==> config.mk <==
export PLATFORM = sky130hd
export DESIGN_NAME = bcp_clause_pending_queue
export DESIGN_NICKNAME = d
export VERILOG_FILES = /design/src/rtl/bcp_clause_pending_queue.sv
export SDC_FILE = /design/constraint.sdc
export NUM_CORES = 1
export LEC_CHECK = 0
export CAP_MARGIN = 15
export CORE_MARGIN = 5
export CORE_UTILIZATION = 45
export CTS_BUF_LIST = sky130_fd_sc_hd__clkbuf_8 sky130_fd_sc_hd__clkbuf_16
export CTS_CLUSTER_SIZE = 8
export DETAILED_ROUTE_END_ITERATION = 16
export PLACE_DENSITY = 0.84
export SLEW_MARGIN = 20
export SYNTH_ARGS = -nofsm -noshare
export SYNTH_HDL_FRONTEND = slang
export SYNTH_SLANG_ARGS = --single-unit
==> constraint.sdc <==
create_clock -name clk -period 4.5 [get_ports clk]
set_clock_uncertainty 0.1 [all_clocks]
set_input_delay 0.9 -clock clk [delete_from_list [all_inputs] [get_ports clk]]
set_output_delay 0.9 -clock clk [all_outputs]
set_load 0.01 [all_outputs]
==> src/rtl/bcp_clause_pending_queue.sv <==
// Pending-clause queue for the BCP unit.
// Watch-list walker requests set/clear one bit of a registered mask.
// The clause evaluator drains set bits lowest index first via valid/ready.
module bcp_clause_pending_queue #(
    parameter int CLAUSE_NUM     = 8,
    parameter int CLAUSE_NUM_LOG = $clog2(CLAUSE_NUM)
) (
    input  logic                      clk,
    input  logic                      rst_n,
    input  logic                      in_valid,
    output logic                      in_ready,
    input  logic [CLAUSE_NUM_LOG-1:0] in_idx,
    input  logic                      in_op,
    input  logic                      flush,
    output logic                      pop_valid,
    input  logic                      pop_ready,
    output logic [CLAUSE_NUM_LOG-1:0] pop_idx,
    output logic [CLAUSE_NUM-1:0]     mask_out,
    output logic [CLAUSE_NUM_LOG:0]   pending_cnt,
    output logic                      err_range,
    input  logic                      err_clr
);

    localparam logic [CLAUSE_NUM_LOG:0] CNT_ONE = (CLAUSE_NUM_LOG + 1)'(1);

    // Index of the lowest set bit; 0 for an empty mask.
    function automatic logic [CLAUSE_NUM_LOG-1:0] lowest_idx(input logic [CLAUSE_NUM-1:0] m);
        logic [CLAUSE_NUM_LOG-1:0] r;
        r = '0;
        for (int i = CLAUSE_NUM - 1; i >= 0; i--) begin
            if (m[i]) r = CLAUSE_NUM_LOG'(i);
        end
        return r;
    endfunction

    // Number of set bits.
    function automatic logic [CLAUSE_NUM_LOG:0] popcount(input logic [CLAUSE_NUM-1:0] m);
        logic [CLAUSE_NUM_LOG:0] c;
        c = '0;
        for (int i = 0; i < CLAUSE_NUM; i++) begin
            if (m[i]) c = c + CNT_ONE;
        end
        return c;
    endfunction

    // One-hot decode; all-zero when the index is beyond the mask.
    function automatic logic [CLAUSE_NUM-1:0] decode(input logic [CLAUSE_NUM_LOG-1:0] idx);
        logic [CLAUSE_NUM-1:0] d;
        d = '0;
        for (int i = 0; i < CLAUSE_NUM; i++) begin
            d[i] = (idx == CLAUSE_NUM_LOG'(i));
        end
        return d;
    endfunction

    logic                    req_acc;
    logic                    pop_acc;
    logic                    in_range;
    logic [CLAUSE_NUM-1:0]   in_oh;
    logic [CLAUSE_NUM-1:0]   pop_oh;
    logic [CLAUSE_NUM-1:0]   mask_nxt;
    logic [CLAUSE_NUM_LOG:0] cnt_nxt;

    assign in_ready  = ~flush;
    assign pop_valid = |mask_out;
    assign pop_idx   = lowest_idx(mask_out);
    assign req_acc   = in_valid & in_ready;
    assign pop_acc   = pop_valid & pop_ready;
    assign in_oh     = decode(in_idx);
    assign in_range  = |in_oh;
    assign pop_oh    = decode(pop_idx);

    // Next mask: pop clears, then request clear, then request set (set wins, re-queues).
    always_comb begin
        mask_nxt = mask_out;
        if (pop_acc) mask_nxt = mask_nxt & ~pop_oh;
        if (req_acc && !in_op) mask_nxt = mask_nxt & ~in_oh;
        if (req_acc && in_op) mask_nxt = mask_nxt | in_oh;
        if (flush) mask_nxt = '0;
        cnt_nxt = popcount(mask_nxt);
    end

    // Mask and its popcount are registered together so they always agree.
    always_ff @(posedge clk or negedge rst_n) begin
        if (!rst_n) begin
            mask_out    <= '0;
            pending_cnt <= '0;
        end else begin
            mask_out    <= mask_nxt;
            pending_cnt <= cnt_nxt;
        end
    end

    // Sticky range error; a new out-of-range request beats err_clr.
    always_ff @(posedge clk or negedge rst_n) begin
        if (!rst_n) begin
            err_range <= 1'b0;
        end else if (req_acc && !in_range) begin
            err_range <= 1'b1;
        end else if (err_clr) begin
            err_range <= 1'b0;
        end
    end

endmodule

==> flow_metrics.env, run 1 <==
export IMPL_status="finished, violations left"
export IMPL_violations="negative setup slack"
export IMPL_holdPathStages=1
export IMPL_die_area_um2=3980
export IMPL_place_detailed_instances=220
export IMPL_post_route_util_pct=75.2
export IMPL_p_per_area_nw_per_um2=147
export IMPL_place_hpwl_um=2860
export IMPL_cts_htree_levels=1
export IMPL_ios=28
export IMPL_synth_top_area_cell="dfrtp_1"
export IMPL_power_total_mw=0.302
export IMPL_finalSetupTns_ns=-0.585
export IMPL_grtUsageTotal_pct=19.6
export IMPL_cp_required_ns=4.53
export IMPL_ys_seq_area_share_pct=25.6
export IMPL_peakVddDrop_mv=0.198
export IMPL_fin_crit_sh_pct=107
export IMPL_maxSlewHeadroom_pct=62.2
export IMPL_final_cells=233
export IMPL_dr_pass1_iters=4
export IMPL_rsz0062_at_grt="true"
export IMPL_clockBufferDepth=2
export IMPL_wl_met3_um=145
export IMPL_hold_viol_final=0
export IMPL_reg2reg_depth=20
export IMPL_crit_arrival_ns=4.83
export IMPL_synth_area_um2=1270
export IMPL_drt_met1_wl_um=1560
export IMPL_rr_endpoint="pending_cnt[1]$_DFF_PN0_"
export IMPL_cts_hold_buffers=0
export IMPL_syn_inst=134
export IMPL_fmax_ghz=0.209
export IMPL_synth_area_leaders="dfrtp_1 (26%), ha_1 (6.9%), xnor2_1 (4.1%)"
export IMPL_slew_viol_final=0
export IMPL_clock_sinks=13
export IMPL_fillers=180
export IMPL_min_to="err_range$_DFFE_PN0P_"
export IMPL_synth_cell_types=50
export IMPL_root_buffer="clkbuf_8"
export IMPL_min_path_type="flop to flop"
export IMPL_path_class="input port to flop"
export IMPL_diodes=0
export IMPL_async_flop_share_pct=100
export IMPL_die_h_um=63.1
export IMPL_syn_to_final_growth_pct=62.0
export IMPL_overflow=0
export IMPL_wl_per_cell_um=16.6
export IMPL_fin_crit_ns=4.79
export IMPL_routed_wl_um=3880
export IMPL_drive_gt1_share_pct=44.6
export IMPL_grt_antenna_before_repair=0
export IMPL_rrSetupSlack_ns=0.23
export IMPL_ys_ff_latch=13
export IMPL_worstMarginPinSlew_ns=0.565
export IMPL_synth_edf_count=0
export IMPL_dp_slack_ns=-1.00
export IMPL_avgSynthCellArea_um2=9.47
export IMPL_first_iter_violations=62
export IMPL_drv_cap=0
export IMPL_timing_rr_start="mask_out[0]$_DFF_PN0_"
export IMPL_p_leak_nw=0.966
export IMPL_core_area_um2=2730
export IMPL_yosysWarnings=0
export IMPL_final_area_um2=2060
export IMPL_synth_top_area_share_pct=25.6
export IMPL_multi_input_area_um2=1040
export IMPL_clk_pin_slew_ns=0.06
export IMPL_clk_latency_ns=0.24
export IMPL_dr_total_vias=1287
export IMPL_die_w_um=63.1
export IMPL_routed_top_layer="met4"
export IMPL_vias_per_cell=5.52
export IMPL_cp_end_kind="flop"
export IMPL_grt_pass1_wl_um=6230
export IMPL_fin_ws_ns=-0.294
export IMPL_ant_nets=0
export IMPL_final_nets=220
export IMPL_synth_flop_cell="dfrtp_1"
export IMPL_regArea_um2=325
export IMPL_cts_inserted_buffers=3
export IMPL_route_met2_wl_um=2120
export IMPL_port_buffers=27
export IMPL_num_rows=19
export IMPL_cp_max_fo=3
export IMPL_worstHoldStart="err_range$_DFFE_PN0P_"
export IMPL_cts_tree="built"
export IMPL_finalWeightedCongestion=0.854
export IMPL_syn_nets=151
export IMPL_first_global_vias=1365
export IMPL_grt_start_max_net_pins=14
export IMPL_placed_cell_area_um2=1870
export IMPL_setup_viol=3
export IMPL_fin_hold_ws_ns=0.403
export IMPL_drt_drc_violations_left=0
export IMPL_start_kind="input port"
export IMPL_start_util_pct=46.4
==> cells in the final DEF, fill, tap and decap left out, types with 4 or more instances in the layout <==
cell | netlist | routed
buf_4 | 1 | 39
clkdlybuf4s50_1 | 0 | 21
dfrtp_1 | 13 | 13
nand2_1 | 12 | 10
inv_1 | 11 | 9
nor2_1 | 10 | 8
a21oi_1 | 6 | 5
o21ai_0 | 6 | 4
nor2b_1 | 4 | 4
xnor2_2 | 2 | 4
xnor2_1 | 6 | 4
ha_4 | 0 | 4
==> repair_timing <==
item / 4_1_cts / 5_1_grt
cloned: 0 / 0
gates resized for setup: 25 / 7
setup endpoints to repair: 3 / 3
pin swaps: 18 / 6
buffers inserted: 6 / 3
==> flip-flops by register name (all words and copies together), names as in the netlist <==
register	flops
mask_out	8
err_range	1
pending_cnt	4
==> layout make-up <==
type	count	share of cell area [%]
tap	31	1.89
clock inverter	1	0.243
inverter	11	2.01
sequential	13	15.8
clock buffer	3	2.01
multi-input combinational	107	50.7
timing repair buffer	67	27.3
==> worst max-delay path, stage by stage <==
cell and delay (ns):
buf_6 0.09, or3b_4 0.43, nor3_4 0.14, a21oi_1 0.08, or2_4 0.26, ha_4 0.26
xnor2_2 0.13, ha_1 0.31, o21ai_2 0.09, o21ai_2 0.10, ha_1 0.34, nor2_2 0.11
nor2_1 0.06, ha_1 0.30, nand2_2 0.09, o31ai_4 0.09, buf_4 0.16, buf_6 0.11
mux2_4 0.28, ha_4 0.23, mux2_4 0.25
==> how the worst max path moves through the flow <==
stage,from,to,slack (ns),cells past startpoint
4_1_cts,flush,pending_cnt[1]$_DFF_PN0_,-0.27,20
2_1_floorplan,in_idx[1],pending_cnt[1]$_DFF_PN0_,-0.30,19
5_1_grt,flush,pending_cnt[1]$_DFF_PN0_,-0.41,22
3_5_place_dp,in_valid,pending_cnt[1]$_DFF_PN0_,-1.00,23
3_3_place_gp,in_valid,pending_cnt[1]$_DFF_PN0_,-0.88,23
6_report,flush,pending_cnt[1]$_DFF_PN0_,-0.29,21
==> cells in the mapped netlist (2+ instances only) <==
library cell and count:
inv_1 11, xnor2_2 2, nand2b_1 2, dfrtp_1 13, nor3_1 2, xor2_1 3, nor2_1 10, ha_1 7
mux2_2 4, o211ai_1 2, or2_2 2, nand3_1 4, nand4_1 2, xnor2_1 6, o21ai_0 6, buf_2 2
nand2_1 12, o31ai_2 2, nor2b_1 4, a21oi_1 6, a31oi_1 2, nand4bb_1 2
==> routing by layer <==
metal,global-route usage [%],up-vias
met2,39.0,32
met3,3.73,6
li1,-,628
met1,20.4,621
met5,0,-
met4,5.04,0
==> report_power, final <==
part	internal [mW]	leakage, nW	total (mW)	switching, mW
sequential	0.119	0.181	0.121	0.00163
clock	0.0612	0.0255	0.104	0.0429
combinational	0.0408	0.760	0.0773	0.0365
==> logic make-up after synthesis <==
kind of cell | Yosys count | synth area share [%]
flops | 13 | 25.6
buf+inv | 14 | 4.64
mux | 4 | 3.55
simple gates | 51 | 25.0
compound gates | 31 | 19.5
xor+xnor | 14 | 14.7
fa+ha+maj | 7 | 6.90
No activity file was read; power rests on OpenSTA's default activity.
==> inputs of run 2 (changes only) <==
--- a/config.mk
+++ b/config.mk
@@ -11,7 +11,7 @@
 export CTS_BUF_LIST = sky130_fd_sc_hd__clkbuf_8 sky130_fd_sc_hd__clkbuf_16
 export CTS_CLUSTER_SIZE = 8
 export DETAILED_ROUTE_END_ITERATION = 16
-export PLACE_DENSITY = 0.84
+export PLACE_DENSITY = 0.79
 export SLEW_MARGIN = 20
 export SYNTH_ARGS = -nofsm -noshare
 export SYNTH_HDL_FRONTEND = slang
==> flow_metrics.env, run 2 (same netlist as run 1, synthesis figures left out) <==
export IMPL_start_util_pct=46.4
export IMPL_min_to="err_range$_DFFE_PN0P_"
export IMPL_final_nets=221
export IMPL_crit_arrival_ns=4.81
export IMPL_start_kind="input port"
export IMPL_regMostFlops="mask_out"
export IMPL_die_w_um=63.1
export IMPL_vias_per_cell=5.46
export IMPL_critical_path_most_common_cell="ha_1"
export IMPL_p_per_area_nw_per_um2=147
export IMPL_clock_sinks=13
export IMPL_cp_max_fo=3
export IMPL_die_area_um2=3980
export IMPL_finalWeightedCongestion=0.832
export IMPL_intPower_mw=0.220
export IMPL_dr_total_vias=1277
export IMPL_syn_to_final_growth_pct=59.3
export IMPL_core_area_um2=2730
export IMPL_worstHoldStart="err_range$_DFFE_PN0P_"
export IMPL_p_clk_share_pct=34.0
export IMPL_num_rows=19
export IMPL_timing_rr_start="mask_out[0]$_DFF_PN0_"
export IMPL_root_buffer="clkbuf_8"
export IMPL_rr_endpoint="pending_cnt[1]$_DFF_PN0_"
export IMPL_fin_ws_ns=-0.285
export IMPL_first_global_vias=1379
export IMPL_dp_slack_ns=-0.964
export IMPL_first_iter_violations=63
export IMPL_clockBufferDepth=2
export IMPL_place_detailed_instances=221
export IMPL_final_cells=234
export IMPL_holdPathStages=1
export IMPL_place_hpwl_um=2780
export IMPL_cts_inserted_buffers=3
export IMPL_p_seq_share_pct=40.5
export IMPL_worstMarginPinSlew_ns=0.560
export IMPL_fin_crit_sh_pct=106
export IMPL_fin_hold_ws_ns=0.400
export IMPL_rrSetupSlack_ns=0.23
export IMPL_fillers=190
export IMPL_largest_register_ffs=8
export IMPL_clk_pin_slew_ns=0.05
export IMPL_ios=28
export IMPL_path_cells="buf_6 -> or3b_4 -> nor3_4 -> a21oi_1 -> or2_4 -> ha_4 -> xnor2_2 -> ha_1 -> o21ai_2 -> o21ai_2 -> ha_1 -> nor2_2 -> nor2_1 -> ha_1 -> nand2_1 -> o31ai_2 -> ha_1 -> mux2_4 -> ha_4 -> mux2_4"
export IMPL_hold_viol_final=0
export IMPL_fmax_ghz=0.209
export IMPL_cts_hold_buffers=0
export IMPL_p_leak_nw=0.969
export IMPL_cts_htree_levels=1
export IMPL_diodes=0
export IMPL_grt_pass1_wl_um=6310
export IMPL_overflow=0
export IMPL_post_route_util_pct=73.9
export IMPL_p_comb_share_pct=25.6
export IMPL_reg_top3="mask_out x8, pending_cnt x4, err_range x1"
export IMPL_drive_gt1_share_pct=43.3
export IMPL_switching_share_pct=26.1
export IMPL_status="finished, violations left"
export IMPL_grt_antenna_before_repair=0
export IMPL_crit_path_top_delay_cell="or3b_4"
export IMPL_routed_wl_um=3720
export IMPL_maxSlewHeadroom_pct=62.5
export IMPL_final_cell_mix="buf_4 (41), clkdlybuf4s50_1 (21), dfrtp_1 (13)"
export IMPL_p_switching_mw=0.0777
export IMPL_finalSetupTns_ns=-0.679
export IMPL_dr_pass1_iters=4
export IMPL_wl_per_cell_um=15.9
export IMPL_violations="negative setup slack"
export IMPL_setup_viol=3
export IMPL_peakVddDrop_mv=0.220
export IMPL_grtUsageTotal_pct=19.3
export IMPL_port_buffers=27
export IMPL_clk_latency_ns=0.24
export IMPL_min_path_type="flop to flop"
export IMPL_cp_end_kind="flop"
export IMPL_path_class="input port to flop"
export IMPL_drv_cap=0
export IMPL_reg2reg_depth=19
export IMPL_grt_start_max_net_pins=14
export IMPL_slew_viol_final=0
export IMPL_cp_slowest_stage_delay_ns=0.42
export IMPL_rsz0062_at_grt="true"
export IMPL_fin_crit_ns=4.79
export IMPL_cp_required_ns=4.53
export IMPL_die_h_um=63.1
export IMPL_layout_commonest_cell="buf_4"
export IMPL_cts_tree="built"
export IMPL_ant_nets=0
export IMPL_drt_drc_violations_left=0
==> run 2: routing by layer <==
layer  GRT usage [%]  vias to the layer above  part of all wire [%]
li1                -                      627                     -
met1            22.5                      593                    40
met2            33.7                       43                    52
met3            4.97                       14                   5.1
met4            6.90                        0                   2.4
met5               0                        -                     0
==> run 2: through the flow <==
step / total power [mW] / cell area, µm²
6_report: 0.298 / 2020
3_3_place_gp: 0.192 / 1880
5_1_grt: 0.309 / 2020
3_5_place_dp: 0.194 / 1880
4_1_cts: 0.297 / 2000
2_1_floorplan: 0.155 / 1350
==> run 2: critical path, delay by kind of cell <==
family	cells	cell delay, ns
xor gates and xnor gates	1	0.13
buffers and inverters	1	0.10
and+or+nand+nor	6	1.07
muxes	2	0.55
AOI/OAI and AO/OA	4	0.35
adders and majority gates	6	1.71
==> run 2: worst max-delay path by stage <==
| stage | from | to |
|---|---|---|
| finish | flush | pending_cnt[1]$_DFF_PN0_ |
| detailed placement | in_valid | pending_cnt[1]$_DFF_PN0_ |
| CTS | flush | pending_cnt[1]$_DFF_PN0_ |
| floorplan | in_idx[1] | pending_cnt[1]$_DFF_PN0_ |
| global placement | in_valid | pending_cnt[1]$_DFF_PN0_ |
| global route | flush | pending_cnt[1]$_DFF_PN0_ |
==> run 2: timing repair <==
item	in CTS	in global routing
setup buffers	7	2
resized for setup	25	2
pin swaps	17	2
setup endpoints to repair	3	3
==> run 2: cell type report <==
cell class / count / area (µm²) / area share [%]
clock buffers: 3 / 41.3 / 2.04
clock inverters: 1 / 3.75 / 0.186
inverters: 11 / 41.3 / 2.04
multi-input cells: 107 / 1000 / 49.7
flip-flops and latches: 13 / 325 / 16.1
well taps: 31 / 38.8 / 1.92
repair buffers: 68 / 566 / 28.0
==> run 2: power groups by stage <==
| stage | clock network, mW | registers (mW) | logic, mW |
|---|---|---|---|
| global route | 0.107 | 0.121 | 0.0819 |
| detailed placement | 0 | 0.123 | 0.0716 |
| floorplan | 0 | 0.123 | 0.0319 |
| finish | 0.101 | 0.121 | 0.0762 |
| global placement | 0 | 0.122 | 0.0691 |
| CTS | 0.102 | 0.121 | 0.0741 |
